File: src/rtl/ln_vec_serializer_if.sv
// ln_vec_serializer_if: input vector handshake and output element stream of
// the layernorm output serializer. The optional out_last signal exists only
// when LN_SER_LAST_EN is defined.
interface ln_vec_serializer_if #(
    parameter int N          = 4,
    parameter int DATA_WIDTH = 8
);
    localparam int IDX_WIDTH = $clog2(N);

    logic                    in_valid;
    logic                    in_ready;
    logic [N*DATA_WIDTH-1:0] in_vec;
    logic                    out_valid;
    logic                    out_ready;
    logic [DATA_WIDTH-1:0]   out_data;
    logic [IDX_WIDTH-1:0]    out_idx;
`ifdef LN_SER_LAST_EN
    logic                    out_last;

    // Producer of vectors and consumer of elements (the environment side).
    modport master (
        output in_valid, in_vec, out_ready,
        input  in_ready, out_valid, out_data, out_idx, out_last
    );

    // The serializer itself.
    modport slave (
        input  in_valid, in_vec, out_ready,
        output in_ready, out_valid, out_data, out_idx, out_last
    );
`else
    // Producer of vectors and consumer of elements (the environment side).
    modport master (
        output in_valid, in_vec, out_ready,
        input  in_ready, out_valid, out_data, out_idx
    );

    // The serializer itself.
    modport slave (
        input  in_valid, in_vec, out_ready,
        output in_ready, out_valid, out_data, out_idx
    );
`endif
endinterface

File: src/rtl/ln_vec_serializer.sv
// ln_vec_serializer: captures one parallel N-element vector from layernorm and
// replays it one element per beat, element 0 first. A new vector may be taken
// on the last beat of the current one, giving bubble-free back-to-back output.
// Optional feature macro: LN_SER_LAST_EN adds bus.out_last (last-beat flag).
module ln_vec_serializer #(
    parameter int N          = 4,
    parameter int DATA_WIDTH = 8,
    parameter int CNT_WIDTH  = 16
) (
    input  logic                 clk,
    input  logic                 rst,
    ln_vec_serializer_if.slave   bus,
    output logic                 vec_done_o,
    output logic [CNT_WIDTH-1:0] vec_count_o
);
    localparam int IDX_WIDTH = $clog2(N);
    localparam logic [IDX_WIDTH-1:0] LAST_IDX = IDX_WIDTH'(N - 1);

    typedef enum logic {
        IDLE,
        SEND
    } state_t;

    state_t                state_q;
    logic [DATA_WIDTH-1:0] buf_q [N];
    logic [IDX_WIDTH-1:0]  idx_q;
    logic [IDX_WIDTH-1:0]  idx_d;
    logic                  out_valid_q;
    logic [DATA_WIDTH-1:0] out_data_q;
    logic                  vec_done_q;
    logic [CNT_WIDTH-1:0]  vec_count_q;
    logic                  out_last_q;

    logic                  in_ready;
    logic                  in_hs;
    logic                  out_hs;
    logic                  last_beat;

    // Handshake decode; in_ready opens on the last beat so the next vector
    // can follow without a bubble (combinational path from out_ready).
    // NOTE: every signal gets a value on every path here, so no latch is inferred.
    always_comb begin
        last_beat = (state_q == SEND) && (idx_q == LAST_IDX);
        in_ready  = !rst && ((state_q == IDLE) || (last_beat && bus.out_ready));
        in_hs     = bus.in_valid && in_ready;
        out_hs    = out_valid_q && bus.out_ready;
        idx_d     = idx_q + IDX_WIDTH'(1);
    end

    // Serializer FSM with registered outputs and the holding buffer.
    // NOTE: the holding buffer is only N registers and is cleared on reset so
    // that nothing from a discarded vector can ever reappear on out_data.
    always_ff @(posedge clk or posedge rst) begin
        if (rst) begin
            state_q     <= IDLE;
            idx_q       <= '0;
            out_valid_q <= 1'b0;
            out_data_q  <= '0;
            out_last_q  <= 1'b0;
            vec_done_q  <= 1'b0;
            vec_count_q <= '0;
            for (int i = 0; i < N; i++) begin
                buf_q[i] <= '0;
            end
        end else begin
            vec_done_q <= 1'b0;
            case (state_q)
                IDLE: begin
                    if (in_hs) begin
                        for (int i = 0; i < N; i++) begin
                            buf_q[i] <= bus.in_vec[i*DATA_WIDTH +: DATA_WIDTH];
                        end
                        idx_q       <= '0;
                        out_valid_q <= 1'b1;
                        out_data_q  <= bus.in_vec[0 +: DATA_WIDTH];
                        out_last_q  <= 1'b0;
                        state_q     <= SEND;
                    end
                end
                SEND: begin
                    if (out_hs) begin
                        if (idx_q == LAST_IDX) begin
                            vec_done_q  <= 1'b1;
                            vec_count_q <= vec_count_q + CNT_WIDTH'(1);
                            idx_q       <= '0;
                            out_last_q  <= 1'b0;
                            if (in_hs) begin
                                // Back-to-back: next vector starts immediately.
                                for (int i = 0; i < N; i++) begin
                                    buf_q[i] <= bus.in_vec[i*DATA_WIDTH +: DATA_WIDTH];
                                end
                                out_data_q <= bus.in_vec[0 +: DATA_WIDTH];
                            end else begin
                                out_valid_q <= 1'b0;
                                out_data_q  <= '0;
                                state_q     <= IDLE;
                            end
                        end else begin
                            idx_q      <= idx_d;
                            out_data_q <= buf_q[idx_d];
                            out_last_q <= (idx_d == LAST_IDX);
                        end
                    end
                end
                default: state_q <= IDLE;
            endcase
        end
    end

    assign bus.in_ready  = in_ready;
    assign bus.out_valid = out_valid_q;
    assign bus.out_data  = out_data_q;
    assign bus.out_idx   = idx_q;
    assign vec_done_o    = vec_done_q;
    assign vec_count_o   = vec_count_q;

`ifdef LN_SER_LAST_EN
    assign bus.out_last  = out_last_q;
`else
    // Without the last-beat port the flag register is unused and optimised away.
    logic unused_last;
    assign unused_last = out_last_q;
`endif
endmodule

File: src/flat_wrapper.sv
// flat-port wrapper written by rule: the top's interface ports become plain ports
module ln_vec_serializer_flat 
#(
    parameter int N          = 4,
    parameter int DATA_WIDTH = 8,
    parameter int CNT_WIDTH  = 16
)
  (clk, rst, vec_done_o, vec_count_o, bus_in_valid, bus_in_vec, bus_out_ready, bus_in_ready, bus_out_valid, bus_out_data, bus_out_idx);
  ln_vec_serializer_if #(.N(N), .DATA_WIDTH(DATA_WIDTH)) bus_i ();
  input  logic clk;
  input  logic rst;
  output logic vec_done_o;
  output logic [CNT_WIDTH-1:0] vec_count_o;
  input wire logic [$bits(bus_i.in_valid)-1:0] bus_in_valid;
  input wire logic [$bits(bus_i.in_vec)-1:0] bus_in_vec;
  input wire logic [$bits(bus_i.out_ready)-1:0] bus_out_ready;
  output wire logic [$bits(bus_i.in_ready)-1:0] bus_in_ready;
  output wire logic [$bits(bus_i.out_valid)-1:0] bus_out_valid;
  output wire logic [$bits(bus_i.out_data)-1:0] bus_out_data;
  output wire logic [$bits(bus_i.out_idx)-1:0] bus_out_idx;
  assign bus_i.in_valid = bus_in_valid;
  assign bus_i.in_vec = bus_in_vec;
  assign bus_i.out_ready = bus_out_ready;
  assign bus_in_ready = bus_i.in_ready;
  assign bus_out_valid = bus_i.out_valid;
  assign bus_out_data = bus_i.out_data;
  assign bus_out_idx = bus_i.out_idx;
  ln_vec_serializer #(.N(N), .DATA_WIDTH(DATA_WIDTH), .CNT_WIDTH(CNT_WIDTH)) u_core (.clk(clk), .rst(rst), .bus(bus_i), .vec_done_o(vec_done_o), .vec_count_o(vec_count_o));
endmodule
File: config.mk
export PLATFORM = sky130hd
export DESIGN_NAME = ln_vec_serializer_flat
export DESIGN_NICKNAME = d
export VERILOG_FILES = /design/src/rtl/ln_vec_serializer_if.sv /design/src/rtl/ln_vec_serializer.sv /design/src/flat_wrapper.sv
export SDC_FILE = /design/constraint.sdc
export NUM_CORES = 1
export LEC_CHECK = 0
export BUFFER_PORTS_ARGS = -buffer_cell sky130_fd_sc_hd__buf_2
export CORE_MARGIN = 1.5
export CORE_UTILIZATION = 30
export DETAILED_ROUTE_END_ITERATION = 8
export HOLD_SLACK_MARGIN = 0.02
export PLACE_DENSITY = 0.58
export SLEW_MARGIN = 5
export SYNTH_ARGS = -nofsm -noshare
export SYNTH_HDL_FRONTEND = slang
export SYNTH_SLANG_ARGS = --single-unit
File: constraint.sdc
create_clock -name clk -period 4.7 [get_ports clk]
set_input_delay 0.47 -clock clk [delete_from_list [all_inputs] [get_ports clk]]
set_output_delay 0.47 -clock clk [all_outputs]
set_load 0.05 [all_outputs]
* Word level (Yosys, flattened, before mapping) *
Index checks and enable logic that the tools add are counted.

cells by class
  eq/ne operators = 5
  add/subtract/negate cells = 2
  multiplexer cells = 28
  $lt $le $gt $ge = 1
  reductions and logical operators = 11
  bitwise logic cells = 2

operators by type and width
  operator                 number
  $mux W32                 3
  $pmux W32 S2             1
  $mux W8                  6
  $add A16 B1 Y16 const B  1
  $bmux W8 S2              1
  $pmux W8 S2              1
  $mux W1                  10
  $mux W2                  3
  $ne A2 B2 Y1 const B     3
  $logic_and A1 B1 Y1      5
  $pmux W1 S2              2
  $pmux W2 S2              1
  $reduce_and A2 Y1        2
  $reduce_and A4 Y1        1
  $ge A3 B3 Y1 const B     1
  $not A2 Y3               1
  $reduce_and A3 Y1        1
  $add A2 B1 Y2 const B    1
  $eq A2 B2 Y1 const B     1
  $ne A2 B1 Y1 const B     1
  $logic_not A1 Y1         1
  $logic_or A1 B1 Y1       1
  $not A1 Y1               1

word-level totals
  flip-flop bits (word level) = 61
  output and inout bits = 29
  word-level logic and storage cells = 59

* Logic depth before layout (Yosys ltp) *
Gate-level depths: netlist of run 1.

  word-level depth = 10
  depth in mapped cells = 5
  depth with buffers taken out = 5

* Worst setup path before layout of run 1 *
No wires, ideal clock.

  path type = reg2out
  start point = reg u_core.idx_q[1] (netlist: u_core.bus.out_idx[1])
  end point = out bus_in_ready
  data required time = 4,230 ps
  stages on the path, launching flop included = 4
  path buffers = 0
  slack = 2,348 ps
  arrival = 1,882 ps
  cell sequence = dfrtp_1 > ha_1 > nand2_1 > a21oi_1

on the way
  longest elaborated chain between the ends = 5

ends and longest elaborated chain
  element                   RTL line                 source
  start: declaration        ln_vec_serializer.sv:26  logic [IDX_WIDTH-1:0] idx_q;
  start signal: assignment  ln_vec_serializer.sv:99  idx_q <= idx_d;
  $eq A2 B2 Y1              ln_vec_serializer.sv:43  last_beat = (state_q == SEND) && (idx_q == LAST_IDX);
  $logic_and A1 B1 Y1       ln_vec_serializer.sv:43
  $logic_and A1 B1 Y1       ln_vec_serializer.sv:44  in_ready = !rst && ((state_q == IDLE) || (last_beat && bus.out_ready));
  $logic_or A1 B1 Y1        ln_vec_serializer.sv:44
  $logic_and A1 B1 Y1       ln_vec_serializer.sv:44
  end: declaration          flat_wrapper.sv:17       output wire logic [$bits(bus_i.in_ready)-1:0] bus_in_ready;

Every way passes these cells.

* Final worst setup path of run 1 *
  start point = reg u_core.idx_q[0] (netlist: u_core.bus.out_idx[0])
  end point = reg u_core.buf_q[22] (netlist bit)

on the way
  longest elaborated chain between the ends = 10

ends and longest elaborated chain
  element                         RTL line                                          source
  $eq A2 B2 Y1 *                  ln_vec_serializer.sv:43, ln_vec_serializer.sv:82
  $logic_and A1 B1 Y1             ln_vec_serializer.sv:43
  $logic_and A1 B1 Y1             ln_vec_serializer.sv:44
  $logic_or A1 B1 Y1              ln_vec_serializer.sv:44
  $logic_and A1 B1 Y1             ln_vec_serializer.sv:44
  $logic_and A1 B1 Y1             ln_vec_serializer.sv:45                           in_hs = bus.in_valid && in_ready;
  $mux W32 (3 in a row)           n/a
  $pmux W32 S2                    n/a
  end signal: indexed assignment  ln_vec_serializer.sv:71                           buf_q[i] <= bus.in_vec[i*DATA_WIDTH +: DATA_WIDTH];
  end signal: indexed assignment  ln_vec_serializer.sv:90                           buf_q[i] <= bus.in_vec[i*DATA_WIDTH +: DATA_WIDTH];
  end: declaration                ln_vec_serializer.sv:25                           logic [DATA_WIDTH-1:0] buf_q [N];

Every way passes the cells marked *; elsewhere a longest branch is shown, timed or not. The select of a mux whose other input is x is not followed.
A chain may end at the register's enable or synchronous reset.

==> metrics.txt, run 1 <==
die width 98.2 um; CTS buffer count 9; synthesis warning total 0; Worst-path clk slew 70 ps; Avg Synthesized Cell Area 13.6 um2; Tmin final 2640 ps; row cnt 34; ys flop type dfrtp_1; WL final 5.66 mm; Multi-input gate area 0.00111 mm2; WP data required 4910 ps; drt initial violations 101; Util after Layout 38.4%; Crit Path Category register to register; Diodes inserted 0; flip-flop and latch area 0.00153 mm2; fill cell count 860; final hold violations 0; Worst Skew 12.4 ps; GPL Wtd Cong 0.789; setup TNS 0 ps; Root Driver clkbuf_8; Max-Cap Viols 0; largest net degree at the start of global routing 42; DRT Pass-1 Iters 4; vias 1,774; register area share after synthesis 56.2%; Tcrit/Tclk final 56.1%; Starting Density 31.0%; Worst Tran Pin Value 1020 ps; Pleak 1.59 nW; Post-Syn Instances 200; Netlist cell types 31; IR drop worst, VDD 0.225 mV; DPL Wire Length 4.05 mm; Critical R2R Capture u_core.buf_q[22]$_DFFE_PP0P_; post-route ant nets 0; Final nets 305; FFs w/ async S/R, synth 100%; initial antenna violation count 0; worst min-delay path class primary input to async pin; Congestion Overflow GR 0; I/O pins 65; CTS hold repair buffers 0; EDFF count, synth 0; Crit. End Element register; core area 0.00876 mm2; RR Startpoint u_core.bus.out_idx[0]$_DFFE_PP0P_; PwrDens 626 mW/mm2; Setup Buffers After CTS 0; CTS sink cnt 61; drt via density 4.67; reg2reg path depth 4; clk_lat worst skew 330 ps; status finished clean; Die Area 0.00963 mm2; Resize count post-CTS 0; Syn-to-layout area delta 23.9%; crit path DAT 2840 ps; CTS tree yes; post-synth net total 238; final setup fails 0; port bufs 64; Slew Viols, Final 0; flops & latches, synth 61; global-route wire length before repair 9.67 mm; Critical Path Start Type register; top achievable clock speed 379 MHz; Post-Syn Area 0.00272 mm2; Max transition margin 31.8%; gr usage total 13.0%; maximum clock insertion buffer count 2; DR DRC count 0; layout cells sized above 1 47.4%; Die H 98.2 um; vias in the first global route 1,871; Avg WL per Cell 14.9 um; H-tree depth 3; Critical Path Fanout Max 32; Reg2Reg Setup Slack 2060 ps; RSZ-0062 raised after global routing no
==> metrics by stage <==
step / total power, mW / hold WS (ps) / worst slack, ps / area [um2] / std cells
finish: 2.10 / 156 / 2060 / 3360 / 380
global placement: 1.56 / 460 / 2130 / 3120 / 364
global route: 2.24 / 176 / 1830 / 3360 / 380
CTS: 2.14 / 157 / 2040 / 3360 / 380
floorplan: 1.41 / 475 / 2350 / 2720 / 200
detailed placement: 1.58 / 472 / 2060 / 3120 / 364
==> per-layer routing <==
| layer | up-vias | GRT usage [%] | wire length [um] |
|---|---|---|---|
| met3 | 6 | 4.22 | 280 |
| met2 | 45 | 19.8 | 2640 |
| met1 | 873 | 17.3 | 2670 |
| li1 | 850 | - | - |
| met5 | - | 0 | 0 |
| met4 | 0 | 4.88 | 78 |
==> final cells by class <==
type	count	area share, %
sequential	61	45.4
timing repair buffer	65	9.74
multi-input combinational	124	32.9
tap	108	4.02
clock inverter	3	1.93
inverter	6	0.669
clock buffer	13	5.32
==> layout by cell type, fill, tap and decap left out, types with 5 or more instances in the layout <==
master    count
a21oi_1       9
a22oi_1       8
buf_2        64
clkbuf_8     13
dfrtp_1      61
inv_1         5
mux2_2       32
mux4_2        8
nand2_1      11
nand3_1       8
nor2_1       11
xnor2_1      11
==> kinds of logic (layout without fill, tap and decap cells) <==
family | count (synthesis) | in the layout | synth area share [%]
DFF | 61 | 61 | 56.2
and+or+nand+nor | 43 | 43 | 8.94
muxes | 41 | 41 | 20.3
AOI/OAI and AO/OA | 23 | 23 | 5.57
xor gates and xnor gates | 15 | 15 | 4.84
buffers and inverters | 15 | 87 | 3.27
adders and majority gates | 2 | 2 | 0.921
==> flip-flops by register name, summed over array words and instances (netlist names) <==
signal / count
u_core.bus.out_data: 8
u_core.bus.out_idx: 2
u_core.state_q: 1
u_core.buf_q: 32
u_core.vec_count_o: 16
u_core.vec_done_o: 1
u_core.bus.out_valid: 1
==> Yosys cell counts, types with 2 or more instances <==
library cell   n  area share, %
mux4_2         8            6.6
nand2_1       11            1.5
a21oi_1        9            1.7
and4_1         2           0.64
a22oi_1        8            2.2
nand3_1        8            1.5
xor2_1         4            1.3
and3_1         2           0.46
xnor2_1       11            3.5
inv_1          6           0.83
o21ai_2        2           0.64
mux2_2        32             13
ha_1           2           0.92
buf_2          4           0.74
buf_6          3            1.2
nor2_1        11            1.5
dfrtp_1       61             56
nand4_1        3           0.69
==> worst max-delay path by stage <==
stage / slack, ps / from / endpoint / cells after the start
global route: 1830 / u_core.bus.out_idx[0]$_DFFE_PP0P_ / u_core.buf_q[22]$_DFFE_PP0P_ / 4
detailed placement: 2060 / u_core.bus.out_idx[0]$_DFFE_PP0P_ / u_core.buf_q[10]$_DFFE_PP0P_ / 4
floorplan: 2350 / u_core.bus.out_idx[1]$_DFFE_PP0P_ / bus_in_ready / 3
CTS: 2040 / u_core.bus.out_idx[0]$_DFFE_PP0P_ / u_core.buf_q[22]$_DFFE_PP0P_ / 4
global placement: 2130 / u_core.bus.out_idx[0]$_DFFE_PP0P_ / u_core.buf_q[17]$_DFFE_PP0P_ / 4
finish: 2060 / u_core.bus.out_idx[0]$_DFFE_PP0P_ / u_core.buf_q[22]$_DFFE_PP0P_ / 4
==> power breakdown <==
group | switching, mW | total (mW) | internal, mW
Clock | 0.194 | 0.550 | 0.356
Combinational | 0.383 | 0.726 | 0.343
Sequential | 0.116 | 0.828 | 0.712
==> worst max-delay path, stage by stage, from the launching register on <==
cell,delay [ps]
dfrtp_1,700
ha_1,370
nand3_1,180
a21oi_4,840
mux2_2,420
No activity file was read; power rests on OpenSTA's default activity.
==> run 2: changes to the inputs <==
Clock period 4.7 ns to 2.6 ns, I/O delays scaled along.
==> run 2 against run 1 <==
  * Clock skew shrank 1.9 ps
  * Count of clock-buffer cells in the layout shrank 2
  * Die area did not move
  * Non-clock buffer count increased by 4
  * Clock power increased by 30%
  * Register-to-register slack got worse by 1500 ps
  * Combinational power rose by 87%
  * Utilization down 0.34 points
  * Power up 69%
  * Largest power group unchanged
==> metrics.txt, run 2 (same netlist as run 1, synthesis figures left out) <==
status finished clean; final setup fails 0 (unchanged); gr usage total 12.9% (-0.044 points); Critical R2R Capture u_core.bus.out_data[1]$_DFFE_PP0P_; global-route wire length before repair 9.62 mm (-0.50%); final hold violations 0 (unchanged); CTS sink cnt 61 (unchanged); setup TNS 0 ps (unchanged); Multi-input gate area 0.00111 mm2 (unchanged); hold depth 2; Die Area 0.00963 mm2 (unchanged); drt via density 4.68 (+0.35%); RR Startpoint u_core.bus.out_idx[1]$_DFFE_PP0P_; layout cells sized above 1 47.1% (-0.33 points); GR Layer Usage met2 20.7% (+0.95 points); drt initial violations 78 (-23%); Worst-path clk slew 70 ps (about the same); most used routing layer in global routing met2; H-tree depth 3 (unchanged); CTS buffer count 9 (unchanged); Reg2Reg Setup Slack 600 ps (-1460 ps); Die H 98.2 um (unchanged); Tmin final 2000 ps (-641 ps); initial antenna violation count 0 (unchanged); Pleak 1.56 nW (-1.4%); Tcrit/Tclk final 76.8% (+21 points); vias in the first global route 1,869 (-0.11%); GPL Wtd Cong 0.746 (-5.5%); CTS tree yes; fill cell count 867 (+0.81%); clk_lat worst skew 330 ps (about the same); Starting Density 31.0% (unchanged); commonest non-fill, non-tap cells in the layout 64 x buf_2, 61 x dfrtp_1, 32 x mux2_2; DR DRC count 0 (unchanged); Critical Path Start Type register; Max transition margin 48.1% (+16 points); Diodes inserted 0 (unchanged); Util after Layout 38.0% (-0.34 points); max reg flops 32 (unchanged); DPL Wire Length 4.18 mm (+3.3%); RSZ-0062 raised after global routing no; Syn-to-layout area delta 22.8%; reg2reg path depth 4 (unchanged); row cnt 34 (unchanged); I/O pins 65 (unchanged); PwrDens 1070 mW/mm2 (+70%); DRT Pass-1 Iters 4 (unchanged); commonest non-fill, non-tap cell in the layout buf_2; Avg WL per Cell 15.0 um (+0.99%); vias 1,799 (+1.4%); largest net degree at the start of global routing 45 (+7.1%); core area 0.00876 mm2 (unchanged); Crit Path Category register to register; post-route ant nets 0 (unchanged); port bufs 64 (unchanged); WP data required 2770 ps (-2140 ps); GRT met3 Usage 4.01% (-0.21 points); WL final 5.78 mm (+2.0%); die width 98.2 um (unchanged); Crit. End Element register; HP Start bus_in_vec[22]; IR drop worst, VDD 0.299 mV (+33%); Overall Power 3.55 mW (+69%); flip-flop and latch area 0.00153 mm2 (unchanged); hold endpoint u_core.buf_q[14]$_DFFE_PP0P_; Root Driver clkbuf_8; Critical Path Fanout Max 9 (-72%); Max-Cap Viols 0 (unchanged); crit path DAT 2170 ps (-670 ps); Slew Viols, Final 0 (unchanged); top achievable clock speed 501 MHz (+32%); met1 Use GR 16.8% (-0.55 points); Worst Tran Pin Value 776 ps (-244 ps); Congestion Overflow GR 0 (unchanged); Biggest register u_core.buf_q; worst min-delay path class primary input to register; Final nets 309 (+1.3%); Worst Skew 10.6 ps (-1.85 ps); maximum clock insertion buffer count 2 (unchanged)
## run 2: cell count changes in the layout (fill, tap and decap cells not counted)
cell | previous run | this run
clkbuf_8 | 13 | 9
buf_4 | 1 | 3
bufinv_16 | 2 | 0
clkbuf_1 | 0 | 2
clkinv_4 | 0 | 2
clkinvlp_4 | 0 | 2
buf_12 | 0 | 1
dlygate4sd3_1 | 0 | 1
## run 2: layout make-up
| class | count | share of cell area, % |
|---|---|---|
| clock inverters | 5 | 1.13 |
| inverters | 6 | 0.675 |
| repair buffers | 69 | 11.2 |
| multi-input cells | 124 | 33.2 |
| flip-flops and latches | 61 | 45.8 |
| well taps | 108 | 4.05 |
| clock buffers | 11 | 3.94 |
## run 2: worst max path at each step
stage                                                  from                                  to
after global routing      u_core.bus.out_idx[1]$_DFFE_PP0P_  u_core.bus.out_data[6]$_DFFE_PP0P_
after detailed placement  u_core.bus.out_idx[1]$_DFFE_PP0P_  u_core.bus.out_data[1]$_DFFE_PP0P_
after floorplan           u_core.bus.out_idx[1]$_DFFE_PP0P_                        bus_in_ready
final                     u_core.bus.out_idx[1]$_DFFE_PP0P_  u_core.bus.out_data[1]$_DFFE_PP0P_
after CTS                 u_core.bus.out_idx[1]$_DFFE_PP0P_  u_core.bus.out_data[1]$_DFFE_PP0P_
after global placement    u_core.bus.out_idx[1]$_DFFE_PP0P_  u_core.bus.out_data[4]$_DFFE_PP0P_
## run 2: layer usage
metal	part of all wire, %	vias to the layer above	wire length (um)
met3	4.4	5	253
met4	1.1	0	61
met2	48	39	2790
met5	0	-	0
li1	-	860	-
met1	46	895	2670
## run 2: worst max-delay path: stages (launching register included)
cell and delay (ps):
dfrtp_1 390, ha_1 630, mux4_2 570, a22oi_1 150
a21oi_1 100
## run 2: per-stage QoR
stage	instances	hold slack, ps	setup WS [ps]	area (um2)
4_1_cts	384	145	573	3330
6_report	384	157	604	3330
3_5_place_dp	367	289	581	3160
2_1_floorplan	200	412	458	2720
5_1_grt	384	140	424	3330
3_3_place_gp	367	295	644	3160
## run 2: repair_timing
item	in CTS	in global routing
hold buffers	1	0
gates resized for setup	0	0
hold endpoints to repair	17	0
buffers inserted	0	0
setup endpoints to repair	0	0
## run 2: report_power, final
part | switching [mW] | leakage (nW) | total [mW] | internal [mW]
logic | 0.725 | 0.722 | 1.36 | 0.632
registers | 0.192 | 0.762 | 1.48 | 1.29
clock network | 0.368 | 0.0795 | 0.715 | 0.347
